### src/rtl/qr_rot_sched.sv
// qr_rot_sched: angle FIFO plus pass sequencer feeding the shared 4-micro-rotation CORDIC datapath.
// Optional macro SCALE_COMP_EN adds a one-cycle CORDIC gain-compensation state ahead of OUT.
module qr_rot_sched #(
  parameter int Q_LEN      = 12,
  parameter int ITER_NUM   = 12,
  parameter int FIFO_DEPTH = 4
) (
  input  logic                    clk,
  input  logic                    rst,
  input  logic                    ang_valid,
  output logic                    ang_ready,
  input  logic [2*ITER_NUM-1:0]   ang_d,
  input  logic                    ang_neg,
  input  logic                    ang_nop,
  input  logic                    vec_valid,
  output logic                    vec_ready,
  input  logic signed [Q_LEN-1:0] vec_x,
  input  logic signed [Q_LEN-1:0] vec_y,
  input  logic                    vec_last,
  output logic signed [Q_LEN-1:0] q_xi,
  output logic signed [Q_LEN-1:0] q_yi,
  output logic [3:0]              q_iter,
  output logic [1:0]              q_d1,
  output logic [1:0]              q_d2,
  output logic [1:0]              q_d3,
  output logic [1:0]              q_d4,
  output logic                    q_neg,
  output logic                    q_nop,
  input  logic signed [Q_LEN-1:0] q_xo,
  input  logic signed [Q_LEN-1:0] q_yo,
  output logic                    res_valid,
  input  logic                    res_ready,
  output logic signed [Q_LEN-1:0] res_x,
  output logic signed [Q_LEN-1:0] res_y,
  output logic                    res_last,
  output logic                    busy
);
  localparam int P     = ITER_NUM / 4;
  localparam int PTR_W = $clog2(FIFO_DEPTH);
  localparam int CNT_W = $clog2(FIFO_DEPTH + 1);
  localparam logic [1:0]       LAST_PASS = 2'(P - 1);
  localparam logic [PTR_W-1:0] PTR_MAX   = PTR_W'(FIFO_DEPTH - 1);
  localparam logic [CNT_W-1:0] CNT_FULL  = CNT_W'(FIFO_DEPTH);

  typedef enum logic [1:0] {IDLE, ROT, SCALE, OUT} state_t;
  state_t state, state_nxt;

  logic [2*ITER_NUM-1:0]   d_mem [FIFO_DEPTH];
  logic [FIFO_DEPTH-1:0]   neg_mem, nop_mem;
  logic [PTR_W-1:0]        wr_ptr, rd_ptr;
  logic [CNT_W-1:0]        count;
  logic                    full, empty, push, pop, vec_hs, res_hs;
  logic [2*ITER_NUM-1:0]   head_d;
  logic                    head_neg, head_nop;
  logic [31:0]             d_pad;
  logic [7:0]              pass_d;
  logic signed [Q_LEN-1:0] x_p0, y_p0;
  logic                    last_p0;
  logic [1:0]              pass_p0;

`ifdef SCALE_COMP_EN
  // Shift-add approximation of 1/K (~0.6074); truncating, never widens.
  function automatic logic signed [Q_LEN-1:0] scale_k(input logic signed [Q_LEN-1:0] v);
    return (v >>> 1) + (v >>> 3) - (v >>> 6) - (v >>> 9);
  endfunction
`endif

  assign full      = (count == CNT_FULL);
  assign empty     = (count == '0);
  assign ang_ready = !full;
  assign push      = ang_valid && !full;
  assign vec_hs    = (state == IDLE) && !empty && vec_valid;
  assign res_hs    = (state == OUT) && res_ready;
  assign pop       = res_hs && last_p0;
  assign busy      = (state != IDLE) || !empty;

  assign head_d   = d_mem[rd_ptr];
  assign head_neg = neg_mem[rd_ptr];
  assign head_nop = nop_mem[rd_ptr];

  // Angle storage carries no reset; validity is tracked by count.
  always_ff @(posedge clk) begin
    if (push) begin
      d_mem[wr_ptr]   <= ang_d;
      neg_mem[wr_ptr] <= ang_neg;
      nop_mem[wr_ptr] <= ang_nop;
    end
  end

  always_ff @(posedge clk or posedge rst) begin
    if (rst) begin
      wr_ptr <= '0;
      rd_ptr <= '0;
      count  <= '0;
    end else begin
      if (push) wr_ptr <= (wr_ptr == PTR_MAX) ? '0 : wr_ptr + 1'b1;
      if (pop)  rd_ptr <= (rd_ptr == PTR_MAX) ? '0 : rd_ptr + 1'b1;
      if (push && !pop)      count <= count + 1'b1;
      else if (pop && !push) count <= count - 1'b1;
    end
  end

  // Pad to four passes so the pass slice is always in range.
  always_comb begin
    d_pad = '1;
    d_pad[2*ITER_NUM-1:0] = head_d;
  end
  assign pass_d = d_pad[{pass_p0, 3'b000} +: 8];

  always_ff @(posedge clk or posedge rst) begin
    if (rst) state <= IDLE;
    else     state <= state_nxt;
  end

  always_comb begin
    state_nxt = state;
    vec_ready = 1'b0;
    res_valid = 1'b0;
    q_iter    = 4'd0;
    q_d1      = 2'd2;
    q_d2      = 2'd2;
    q_d3      = 2'd2;
    q_d4      = 2'd2;
    q_neg     = 1'b0;
    q_nop     = 1'b1;
    case (state)
      IDLE: begin
        vec_ready = !empty;
        if (vec_hs) state_nxt = ROT;
      end
      ROT: begin
        q_iter = {pass_p0, 2'b00};
        q_d1   = pass_d[1:0];
        q_d2   = pass_d[3:2];
        q_d3   = pass_d[5:4];
        q_d4   = pass_d[7:6];
        q_neg  = head_neg && (pass_p0 == 2'd0);
        q_nop  = head_nop;
`ifdef SCALE_COMP_EN
        if (pass_p0 == LAST_PASS) state_nxt = SCALE;
`else
        if (pass_p0 == LAST_PASS) state_nxt = OUT;
`endif
      end
      SCALE: state_nxt = OUT;
      OUT: begin
        res_valid = 1'b1;
        if (res_ready) state_nxt = IDLE;
      end
      default: state_nxt = IDLE;
    endcase
  end

  // Operand registers: loaded on accept, updated by each pass, held through OUT.
  always_ff @(posedge clk or posedge rst) begin
    if (rst) begin
      x_p0    <= '0;
      y_p0    <= '0;
      last_p0 <= 1'b0;
      pass_p0 <= 2'd0;
    end else begin
      case (state)
        IDLE: if (vec_hs) begin
          x_p0    <= vec_x;
          y_p0    <= vec_y;
          last_p0 <= vec_last;
          pass_p0 <= 2'd0;
        end
        ROT: begin
          x_p0    <= q_xo;
          y_p0    <= q_yo;
          pass_p0 <= pass_p0 + 2'd1;
        end
`ifdef SCALE_COMP_EN
        SCALE: if (!head_nop) begin
          x_p0 <= scale_k(x_p0);
          y_p0 <= scale_k(y_p0);
        end
`endif
        default: ;
      endcase
    end
  end

  assign q_xi     = x_p0;
  assign q_yi     = y_p0;
  assign res_x    = x_p0;
  assign res_y    = y_p0;
  assign res_last = last_p0;
endmodule
### config.mk
export PLATFORM = sky130hd
export DESIGN_NAME = qr_rot_sched
export DESIGN_NICKNAME = d
export VERILOG_FILES = /design/src/rtl/qr_rot_sched.sv
export SDC_FILE = /design/constraint.sdc
export NUM_CORES = 1
export LEC_CHECK = 0
export CORE_MARGIN = 4
export CORE_UTILIZATION = 54
export CTS_CLUSTER_DIAMETER = 40
export CTS_CLUSTER_SIZE = 28
export DETAILED_ROUTE_END_ITERATION = 12
export PLACE_DENSITY = 0.93
export REMOVE_ABC_BUFFERS = 1
export SETUP_SLACK_MARGIN = 0.02
export SLEW_MARGIN = 30
export SYNTH_ARGS = -nofsm -noshare
export SYNTH_HDL_FRONTEND = slang
export SYNTH_SLANG_ARGS = --single-unit
export TNS_END_PERCENT = 5
### constraint.sdc
create_clock -name clk -period 5.29 [get_ports clk]
set_input_delay 0.529 -clock clk [delete_from_list [all_inputs] [get_ports clk]]
set_output_delay 0.529 -clock clk [all_outputs]
set_load 0.01 [all_outputs]
==> results.toml <==
[outcome]
status = "completed"

[yosys]
synth_edf_count = 104
ys.warnings.count = 0
ys_dominant_reg_cell = "edfxtp_1"
yosys.area_share.simple_pct = 2.43
synth_top_family_by_area = "multiplexers"
syn_area_um2 = 6280
synth_xor_area_share_pct = 0.418
async_flop_share_pct = 25.7
synth_compound_area_share_pct = 3.74
syn_area_per_cell_um2 = 17.2
synth_fa_ha_area_share_pct = 2.51
ys_ff_latch = 140
netlist_instances = 366
seq_area_frac_synth_pct = 64.1
synth_cell_types = 40
synthMuxAreaShare_pct = 21.3

[global_routing]
grt_max_degree = 40
first_global_vias = 3857
grt_usage_pct = 21.2
grt_pass1_wl_mm = 21.1
grt_overflow = 0
antenna_found_initial = 0

[clocking]
clock_sinks = 140
clockBufferDepth = 2
ctsResizeCount = 0
post_cts_buffers = 0
clk_pin_slew_ps = 60
numCtsBuffers = 17
htree_levels = 4
clock_latency_ps = 420
hold_buffers = 0
cts_root_buffer = "clkbuf_16"
cts_tree = "built"

[final_layout]
drive_gt1_share_pct = 22.2
final_core_util_pct = 72.2
final_common_cell = "clkdlybuf4s50_1"
layout_common_cells = "clkdlybuf4s50_1 (144), edfxtp_1 (104), mux2_2 (54), dfrtp_1 (35), mux2i_1 (21)"
syn_to_final_growth_pct = 31.3
fin_nets = 587
antenna_cells = 0

[detailed_routing]
drc_errors = 0
drt-initial-drc-count = 257
viasPerCell = 5.71
via_count = 3720
first_pass_iters = 4
wl_per_cell_um = 21.5
routed_wl_mm = 14.0
final_antenna_net_count = 0

[setup_path]
reg2reg_from = "count[0]"
reg2reg_depth = 8
critPathLaunch = "rd_ptr[0]"
crit_path_end_kind = "output pin"
critPathLaunchType = "flip-flop"
path_class = "flip-flop to output pin"
crit_arrival_ps = 3080
crit_path_max_fanout = 33
cp.required_ps = 4760

[place]
io_buffers = 144
globalplace.congestion = 0.786
dp_hpwl_mm = 9.04
post-place-ws_ps = 2150

[timing]
holdWs_ps = 526
final-setup-viol-count = 0
rsz0062_at_grt = "no"
fin_skew_ps = 19.7
report.final.slew_viol_count = 0
hold_viol = 0
worst_pin_slew_ps = 909
period_share_pct = 68.2
setup_ws_ps = 1680
fin_setup_tns_ps = 0
slew_headroom_pct = 39.4
min_period_ps = 3610
timing.fmax_mhz = 277

[run]
drv_cap = 0

[die]
row_count = 39
fp.coreArea_um2 = 11400
ios = 147
die_w_um = 116
die_h_um = 116
die-area_um2 = 13400
initial_utilization_pct = 55.0

[min_path]
holdCritPathClass = "input pin to asynchronous set/reset pin"

[power]
power_density_nw_per_um2 = 594
power_leakage_nw = 3.02
vdd_drop_max_uv = 412
==> per-stage QoR <==
| stage | instances | area (µm²) | power [mW] |
|---|---|---|---|
| 3_5_place_dp | 618 | 7650 | 3.73 |
| 2_1_floorplan | 325 | 5980 | 2.83 |
| 3_3_place_gp | 618 | 7650 | 3.64 |
| 6_report | 651 | 8250 | 4.90 |
| 4_1_cts | 650 | 8220 | 4.91 |
| 5_1_grt | 651 | 8250 | 5.15 |
==> cell usage after synthesis, types with 2 or more instances <==
library cell / count / area share [%]
a21oi_1: 4 / 0.32
o211a_1: 4 / 0.64
mux2_2: 54 / 9.7
a221oi_1: 4 / 0.56
mux4_2: 18 / 6.5
nor2_1: 5 / 0.30
o221ai_1: 5 / 0.70
mux4_1: 3 / 1.3
xor2_1: 2 / 0.28
ha_1: 11 / 2.2
nand2_1: 5 / 0.30
or3_1: 4 / 0.40
inv_1: 10 / 0.60
nor3_1: 2 / 0.16
edfxtp_1: 104 / 50
o21ai_0: 5 / 0.40
mux2i_1: 21 / 3.3
buf_2: 6 / 0.48
and2_1: 6 / 0.60
buf_4: 28 / 3.3
buf_6: 3 / 0.54
dfrtp_1: 36 / 14
nand2b_1: 4 / 0.40
a211oi_1: 2 / 0.24
clkbuf_1: 4 / 0.24
nor2b_1: 2 / 0.20
==> final timing paths <==
path                              to  slack [ps]
setup / recovery             q_d2[1]        1680
hold / removal               q_xi[0]         530
setup reg to reg            count[2]        3120
hold reg to reg             q_yi[10]         530
max in group asynchronous  rd_ptr[0]        4400
min in group clk            q_yi[10]         530
==> worst max-delay path, cell delays in order, from the launching register on <==
cell and delay (ps):
dfrtp_2 960, mux4_2 630, o211a_1 230, or3_1 340
clkdlybuf4s50_1 500
==> state kept, by name, indices dropped and copies added, names as in the netlist <==
register and count:
count 3, d_mem 96, neg_mem 4, nop_mem 4, pass_p0 2, q_xi 12
q_yi 12, rd_ptr 2, res_last 1, state 2, wr_ptr 2
==> area by class of cell <==
class                      count  area, µm²
timing repair buffer         151       1500
clock buffer                  17        425
fill                         706       3170
multi-input combinational    175       1930
sequential                   140       4030
tap                          143        179
clock inverter                15        150
inverter                      10       37.5
==> routing by layer <==
layer | share of wire (%) | up-vias | routed length (µm) | GRT usage, %
li1 | - | 1648 | - | -
met1 | 37 | 1835 | 5180 | 26.0
met2 | 51 | 209 | 7200 | 35.9
met3 | 9.3 | 28 | 1300 | 5.54
met4 | 2.4 | 0 | 334 | 8.66
met5 | 0 | - | 0 | 0
==> report_power, final <==
part | total [mW] | switching [mW] | internal (mW) | leakage (nW)
combinational | 1.99 | 0.861 | 1.13 | 1.36
sequential | 1.75 | 0.240 | 1.51 | 1.37
clock | 1.16 | 0.492 | 0.664 | 0.283
total | 4.90 | 1.59 | 3.30 | 3.02
==> cells by family after synthesis <==
| kind of cell | after synthesis |
|---|---|
| multiplexers | 98 |
| XOR/XNOR | 3 |
| flip-flops | 140 |
| buffers and inverters | 52 |
| other | 1 |
| AO/OA/AOI/OAI | 31 |
| AND/OR/NAND/NOR | 29 |
| adder cells (fa/ha/maj) | 12 |
Note: power is estimated with default switching activity, not from simulation.
